[src/rtl/slv_pkt_arbiter.sv]
// Three-channel packet arbiter: picks one eligible slave FIFO by priority with
// round-robin tie-break, requests the formatter, then streams one fixed-length packet.
module slv_pkt_arbiter #(
  parameter int DW  = 32,
  parameter int AVW = 8
) (
  input  logic           clk_i,
  input  logic           rst_i,
  input  logic           slv0_en_i,
  input  logic           slv1_en_i,
  input  logic           slv2_en_i,
  input  logic [1:0]     slv0_prio_i,
  input  logic [1:0]     slv1_prio_i,
  input  logic [1:0]     slv2_prio_i,
  input  logic [2:0]     slv0_len_i,
  input  logic [2:0]     slv1_len_i,
  input  logic [2:0]     slv2_len_i,
  input  logic [AVW-1:0] slv0_avail_i,
  input  logic [AVW-1:0] slv1_avail_i,
  input  logic [AVW-1:0] slv2_avail_i,
  input  logic [DW-1:0]  slv0_data_i,
  input  logic [DW-1:0]  slv1_data_i,
  input  logic [DW-1:0]  slv2_data_i,
  output logic [2:0]     slv_ack_o,
  output logic           fmt_req_o,
  input  logic           fmt_grant_i,
  output logic [1:0]     fmt_chid_o,
  output logic [5:0]     fmt_length_o,
  output logic           fmt_valid_o,
  output logic [DW-1:0]  fmt_data_o,
  output logic           fmt_last_o
);

  localparam int CW = (AVW > 6) ? AVW : 6;

  typedef enum logic [1:0] {IDLE, REQ, SEND} state_t;

  state_t         state, state_nxt;
  logic [2:0]     en_v;
  logic [1:0]     prio_v  [3];
  logic [2:0]     len_v   [3];
  logic [AVW-1:0] avail_v [3];
  logic [DW-1:0]  data_v  [3];
  logic [2:0]     elig;
  logic           pick_vld;
  logic [1:0]     pick_ch;
  logic [1:0]     pick_prio;
  logic [1:0]     last_gnt;
  logic [5:0]     beat;
  logic           beat_last;
  logic           vld_p0;
  logic           last_p0;
  logic [DW-1:0]  data_p0;

  // Codes 5..7 all map to the 32-word maximum.
  function automatic logic [5:0] len_words(input logic [2:0] code);
    return (code >= 3'd5) ? 6'd32 : (6'd1 << code);
  endfunction

  function automatic logic [1:0] rr_next(input logic [1:0] base, input int step);
    int s;
    s = int'(base) + step;
    return (s >= 3) ? 2'(s - 3) : 2'(s);
  endfunction

  assign en_v       = {slv2_en_i, slv1_en_i, slv0_en_i};
  assign prio_v[0]  = slv0_prio_i;
  assign prio_v[1]  = slv1_prio_i;
  assign prio_v[2]  = slv2_prio_i;
  assign len_v[0]   = slv0_len_i;
  assign len_v[1]   = slv1_len_i;
  assign len_v[2]   = slv2_len_i;
  assign avail_v[0] = slv0_avail_i;
  assign avail_v[1] = slv1_avail_i;
  assign avail_v[2] = slv2_avail_i;
  assign data_v[0]  = slv0_data_i;
  assign data_v[1]  = slv1_data_i;
  assign data_v[2]  = slv2_data_i;

  always_comb begin
    for (int n = 0; n < 3; n++) begin
      elig[n] = en_v[n] && (CW'(avail_v[n]) >= CW'(len_words(len_v[n])));
    end
  end

  // Scan in round-robin order; strict less-than keeps the earliest channel on a tie.
  always_comb begin
    logic [1:0] cand;
    pick_vld  = 1'b0;
    pick_ch   = 2'd0;
    pick_prio = 2'd3;
    cand      = 2'd0;
    for (int k = 1; k <= 3; k++) begin
      cand = rr_next(last_gnt, k);
      if (elig[cand] && (!pick_vld || (prio_v[cand] < pick_prio))) begin
        pick_vld  = 1'b1;
        pick_ch   = cand;
        pick_prio = prio_v[cand];
      end
    end
  end

  assign beat_last = (beat == (fmt_length_o - 6'd1));

  always_ff @(posedge clk_i) begin
    if (rst_i) state <= IDLE;
    else       state <= state_nxt;
  end

  always_comb begin
    state_nxt = state;
    fmt_req_o = 1'b0;
    slv_ack_o = 3'b000;
    case (state)
      IDLE: if (pick_vld) state_nxt = REQ;
      REQ: begin
        fmt_req_o = 1'b1;
        if (fmt_grant_i) state_nxt = SEND;
      end
      SEND: begin
        slv_ack_o = 3'b001 << fmt_chid_o;
        if (beat_last) state_nxt = IDLE;
      end
      default: state_nxt = IDLE;
    endcase
  end

  always_ff @(posedge clk_i) begin
    if (rst_i) begin
      last_gnt     <= 2'd2;
      beat         <= 6'd0;
      fmt_chid_o   <= 2'd0;
      fmt_length_o <= 6'd0;
    end else begin
      if ((state == IDLE) && pick_vld) begin
        fmt_chid_o   <= pick_ch;
        fmt_length_o <= len_words(len_v[pick_ch]);
      end
      if ((state == REQ) && fmt_grant_i) last_gnt <= fmt_chid_o;
      if (state == SEND) beat <= beat_last ? 6'd0 : beat + 6'd1;
      else               beat <= 6'd0;
    end
  end

  // p0: one-cycle registered copy of the popped word
  always_ff @(posedge clk_i) begin
    if (rst_i) begin
      vld_p0  <= 1'b0;
      last_p0 <= 1'b0;
      data_p0 <= '0;
    end else begin
      vld_p0  <= |slv_ack_o;
      last_p0 <= (state == SEND) && beat_last;
      if (|slv_ack_o) data_p0 <= data_v[fmt_chid_o];
    end
  end

  assign fmt_valid_o = vld_p0;
  assign fmt_last_o  = last_p0;
  assign fmt_data_o  = data_p0;

endmodule

[config.mk]
export PLATFORM = sky130hd
export DESIGN_NAME = slv_pkt_arbiter
export DESIGN_NICKNAME = d
export VERILOG_FILES = /design/src/rtl/slv_pkt_arbiter.sv
export SDC_FILE = /design/constraint.sdc
export NUM_CORES = 1
export LEC_CHECK = 0
export CORE_ASPECT_RATIO = 1.2
export CORE_UTILIZATION = 40
export CTS_CLUSTER_SIZE = 12
export DETAILED_ROUTE_END_ITERATION = 10
export PLACE_DENSITY = 0.89
export SLEW_MARGIN = 20
export SYNTH_ARGS = -nofsm -noshare
export SYNTH_HDL_FRONTEND = slang
export SYNTH_SLANG_ARGS = --single-unit
[constraint.sdc]
create_clock -name clk_i -period 5.7 [get_ports clk_i]
set_input_delay 1.14 -clock clk_i [delete_from_list [all_inputs] [get_ports clk_i]]
set_output_delay 1.14 -clock clk_i [all_outputs]
set_load 0.05 [all_outputs]
==> results.md <==
* Status: completed
* Pins over their slew limit at 0
* Non-filler cells, final at 780
* Clock-pin slew on the worst setup and hold paths at 0.07 ns
* Layout Nets at 822
* Syn Inst Count at 474
* CTS tree: built
* Clk sinks at 52
* RSZ-0062 raised after global routing: no
* Crit-path cells: clkdlybuf4s50_1 > or3_1 > ha_1 > o21a_1 > o211ai_1 > o21ai_2 > nand4_1 > a31oi_1 > ha_1 > o21a_1 > a21oi_1 > a31o_1 > nand2_1 > nand2_1 > o21ai_0 > ha_1 > o211a_1 > a211oi_1 > nor3_1 > mux2_4 > a32o_1
* GRT Util Overall at 0.250
* Critical path data required time at 5.89 ns
* CP startpoint kind: input pin
* Die area at 10300 um2
* Hpwl dp at 9.89 mm
* Antenna-violating nets left at 0
* Latest clock arrival within the worst-skew pair at 0.29 ns
* Fmax at 0.185 GHz
* Syn Area/Cell at ~8.3 um2
* Crit path time final at approximately 5.4 ns
* Register area share after synthesis at 0.263
* Via density at around 5.6
* Drt wl/cell at 16.2 um
* Largest net degree at the start of global routing at 40
* Yosys cell types at 65
* Met2 routed WL at 6.53 mm
* Fin. Hold Viols at 0
* # diodes at 0
* #FFs+latches synth at 52
* Min setup slack post-route at 0.293 ns
* Initial antenna violation count at 0
* Area of the multi-input gates at 2740 um2
* CTS Buf Count at 5
* DRT Wirelength at 12.7 mm
* Layout area overhead at 55.9%
* Portion of netlist area occupied by mux cells at 0.113
* Crit path top cell by count: ha_1
* Maximum clock insertion buffer count at 2
* Crit Path Class: in2reg
* Async SR Flop Fraction at 0
* Placed Cells incl. Taps at 772
* Cts hold-fix bufs at 0
* Number of global-route vias before repair at 4452
* Core box area at roughly 9600 um2
* Maximum vdd drop at ~0.00024 V
* Worst slack, placed at -0.187 ns
* Clock Skews at 0.00986 ns
* Post-Synth Adder-Cell Area at 0.0791
* Syn_nets at 640
* Post-Synth Simple-Gate Area at 0.176
* Io pins at 187
* Period Utilization, post-route at 0.949
* Xor and xnor area share after synthesis at 0.0266
* CP peak stage delay at 0.53 ns
* Metal3 WL at 947 um
* GRT overflow at 0
* Gpl congestion at 0.964
* CP Capture Type: flop
* Mapped Area at 3950 um2
* Worst slew pin tran at 0.593 ns
* Finish-stage setup viols at 0
* CP max FO at 7
* Vias at 4392
* CTS root buffer: clkbuf_16
* Buf/Inv on CP at 1
* Post-synth EDFFs at 0
* Highest Signal Layer: met4
* Top FF cell, synth: dfxtp_1
* Die Span X at 92.7 um
* Main combinational cell family by area after synthesis: compound AO/OA/AOI/OAI gates
* Site Rows at 39
* Initial drt markers at 146
* Filler cells at 787
* Max-cap viol count at 0
* First-pass GRT wire length at ~21 mm
* Port Buffer Count at 186
* Compound-Gate Fraction of Synth Area at 0.293
* Rel. slew slack at 0.605
* Critical path arrival at 5.60 ns
* DRC viols at 0
* LEAKAGE at roughly 2.3 nW
* FF+latch area at 1040 um2
* Worst path top cell family by delay: compound AO/OA/AOI/OAI gates
* PwrDens at 332 nW/um2
* Worst Hold Class: reg2reg
* Synthesis Warnings at 0
* Die height at approximately 110 um
* CTS H-tree depth at 2
* Slowest-stage cell, CP: clkdlybuf4s50_1
* Layout cells sized above 1 at 0.142
* Starting Density at 0.413
* DR pass1 iterations at 4
* Met1 WL at between 4 and 5 mm
power breakdown:
part | internal (mW) | total [mW] | switching (mW)
Clock | 0.166 | 0.308 | 0.142
Sequential | 0.424 | 0.483 | 0.0597
Combinational | 0.545 | 1.26 | 0.711
Total | 1.13 | 2.05 | 0.912
placed cells by master (no fill, tap or decap), types with 9 or more instances in the layout:
cell | Yosys | routed
ha_1 | 25 | 25
dfxtp_1 | 52 | 51
nor2_1 | 57 | 57
xnor2_1 | 9 | 9
nand2_1 | 27 | 26
nand3_1 | 11 | 11
inv_1 | 17 | 17
a211oi_1 | 40 | 40
o22ai_1 | 33 | 33
a21oi_1 | 19 | 18
buf_4 | 0 | 20
o21ai_0 | 14 | 13
clkdlybuf4s50_1 | 0 | 186
nor3_1 | 10 | 10
mux2_2 | 33 | 33
sequential cells by signal, summed over array words and instances (netlist names):
name,cells
fmt_data_o,32
beat,6
fmt_length_o,6
fmt_chid_o,2
last_gnt,2
state,2
fmt_last_o,1
fmt_valid_o,1
synth_stat cells (all sizes together), types with 3 or more instances:
master | instances | share of area
xnor2 | 9 | 0.020
o22ai | 33 | 0.052
nor2b | 8 | 0.013
o211ai | 4 | 0.010
mux2i | 6 | 0.015
nor3 | 10 | 0.013
o21ai | 18 | 0.025
a31oi | 5 | 0.0095
a21o | 6 | 0.011
ha | 25 | 0.079
mux2 | 34 | 0.098
a211oi | 41 | 0.079
o31ai | 3 | 0.0070
nand2 | 28 | 0.027
nand2b | 9 | 0.016
a2111oi | 4 | 0.022
buf | 8 | 0.010
clkbuf | 23 | 0.022
dfxtp | 52 | 0.26
nand4 | 3 | 0.0085
inv | 17 | 0.016
or2 | 3 | 0.0047
xor2 | 3 | 0.0066
nor2 | 57 | 0.054
and2 | 4 | 0.0076
nand3 | 11 | 0.014
a21oi | 20 | 0.028
stage by stage:
stage | cell area [um2] | hold WS (ns) | TNS [ns] | utilization | power, mW
2_1_floorplan | 3950 | 0.437 | 0 | - | 1.35
3_3_place_gp | 6000 | 0.455 | 0 | 0.627 | 1.69
3_5_place_dp | 6000 | 0.475 | -0.764 | 0.627 | 1.73
4_1_cts | 6150 | 0.492 | 0 | 0.643 | 2.05
5_1_grt | 6160 | 0.518 | 0 | 0.644 | 2.18
6_report | 6160 | 0.485 | 0 | 0.644 | 2.05
worst register-to-register path: cells and delay by family, from the launching register on:
family | cells | cell delay, ns
AOI/OAI and AO/OA | 9 | 1.68
adders and majority gates | 3 | 0.98
and+or+nand+nor | 4 | 0.63
DFF | 1 | 0.60
buffers and inverters | 2 | 0.38
muxes | 1 | 0.27
final cells by class:
class                      instances  area share
timing repair buffer             206       0.326
sequential                        52       0.169
clock buffer                       5      0.0203
clock inverter                     3     0.00426
multi-input combinational        374       0.444
tap                              123      0.0250
inverter                          17      0.0104
cell families (layout without fill, tap and decap cells):
logic type               Yosys count  in the layout
adder cells (fa/ha/maj)           25             25
flip-flops                        52             52
buffers and inverters             48            231
multiplexers                      40             40
AND/OR/NAND/NOR                  143            143
XOR/XNOR                          12             12
AO/OA/AOI/OAI                    154            154
final timing paths:
check	slack, ns	startpoint	cells after the start	to
setup / recovery	0.29	slv2_len_i[0]	21	fmt_length_o[2]
hold / removal	0.48	beat[0]	1	beat[0]
setup reg to reg	1.08	last_gnt[0]	19	fmt_length_o[2]
hold reg to reg	0.48	beat[0]	1	beat[0]
what timing repair did:
item | 4_1_cts | 5_1_grt
setup endpoints to repair | 0 | 6
gates resized for setup | 0 | 4
buffers inserted | 0 | 0
layer usage:
| layer | vias up | track usage |
|---|---|---|
| li1 | 2133 | - |
| met1 | 2042 | 0.265 |
| met2 | 187 | 0.455 |
| met3 | 30 | 0.0706 |
| met4 | 0 | 0.103 |
| met5 | - | 0 |
Power figures use the tool's default switching activity.
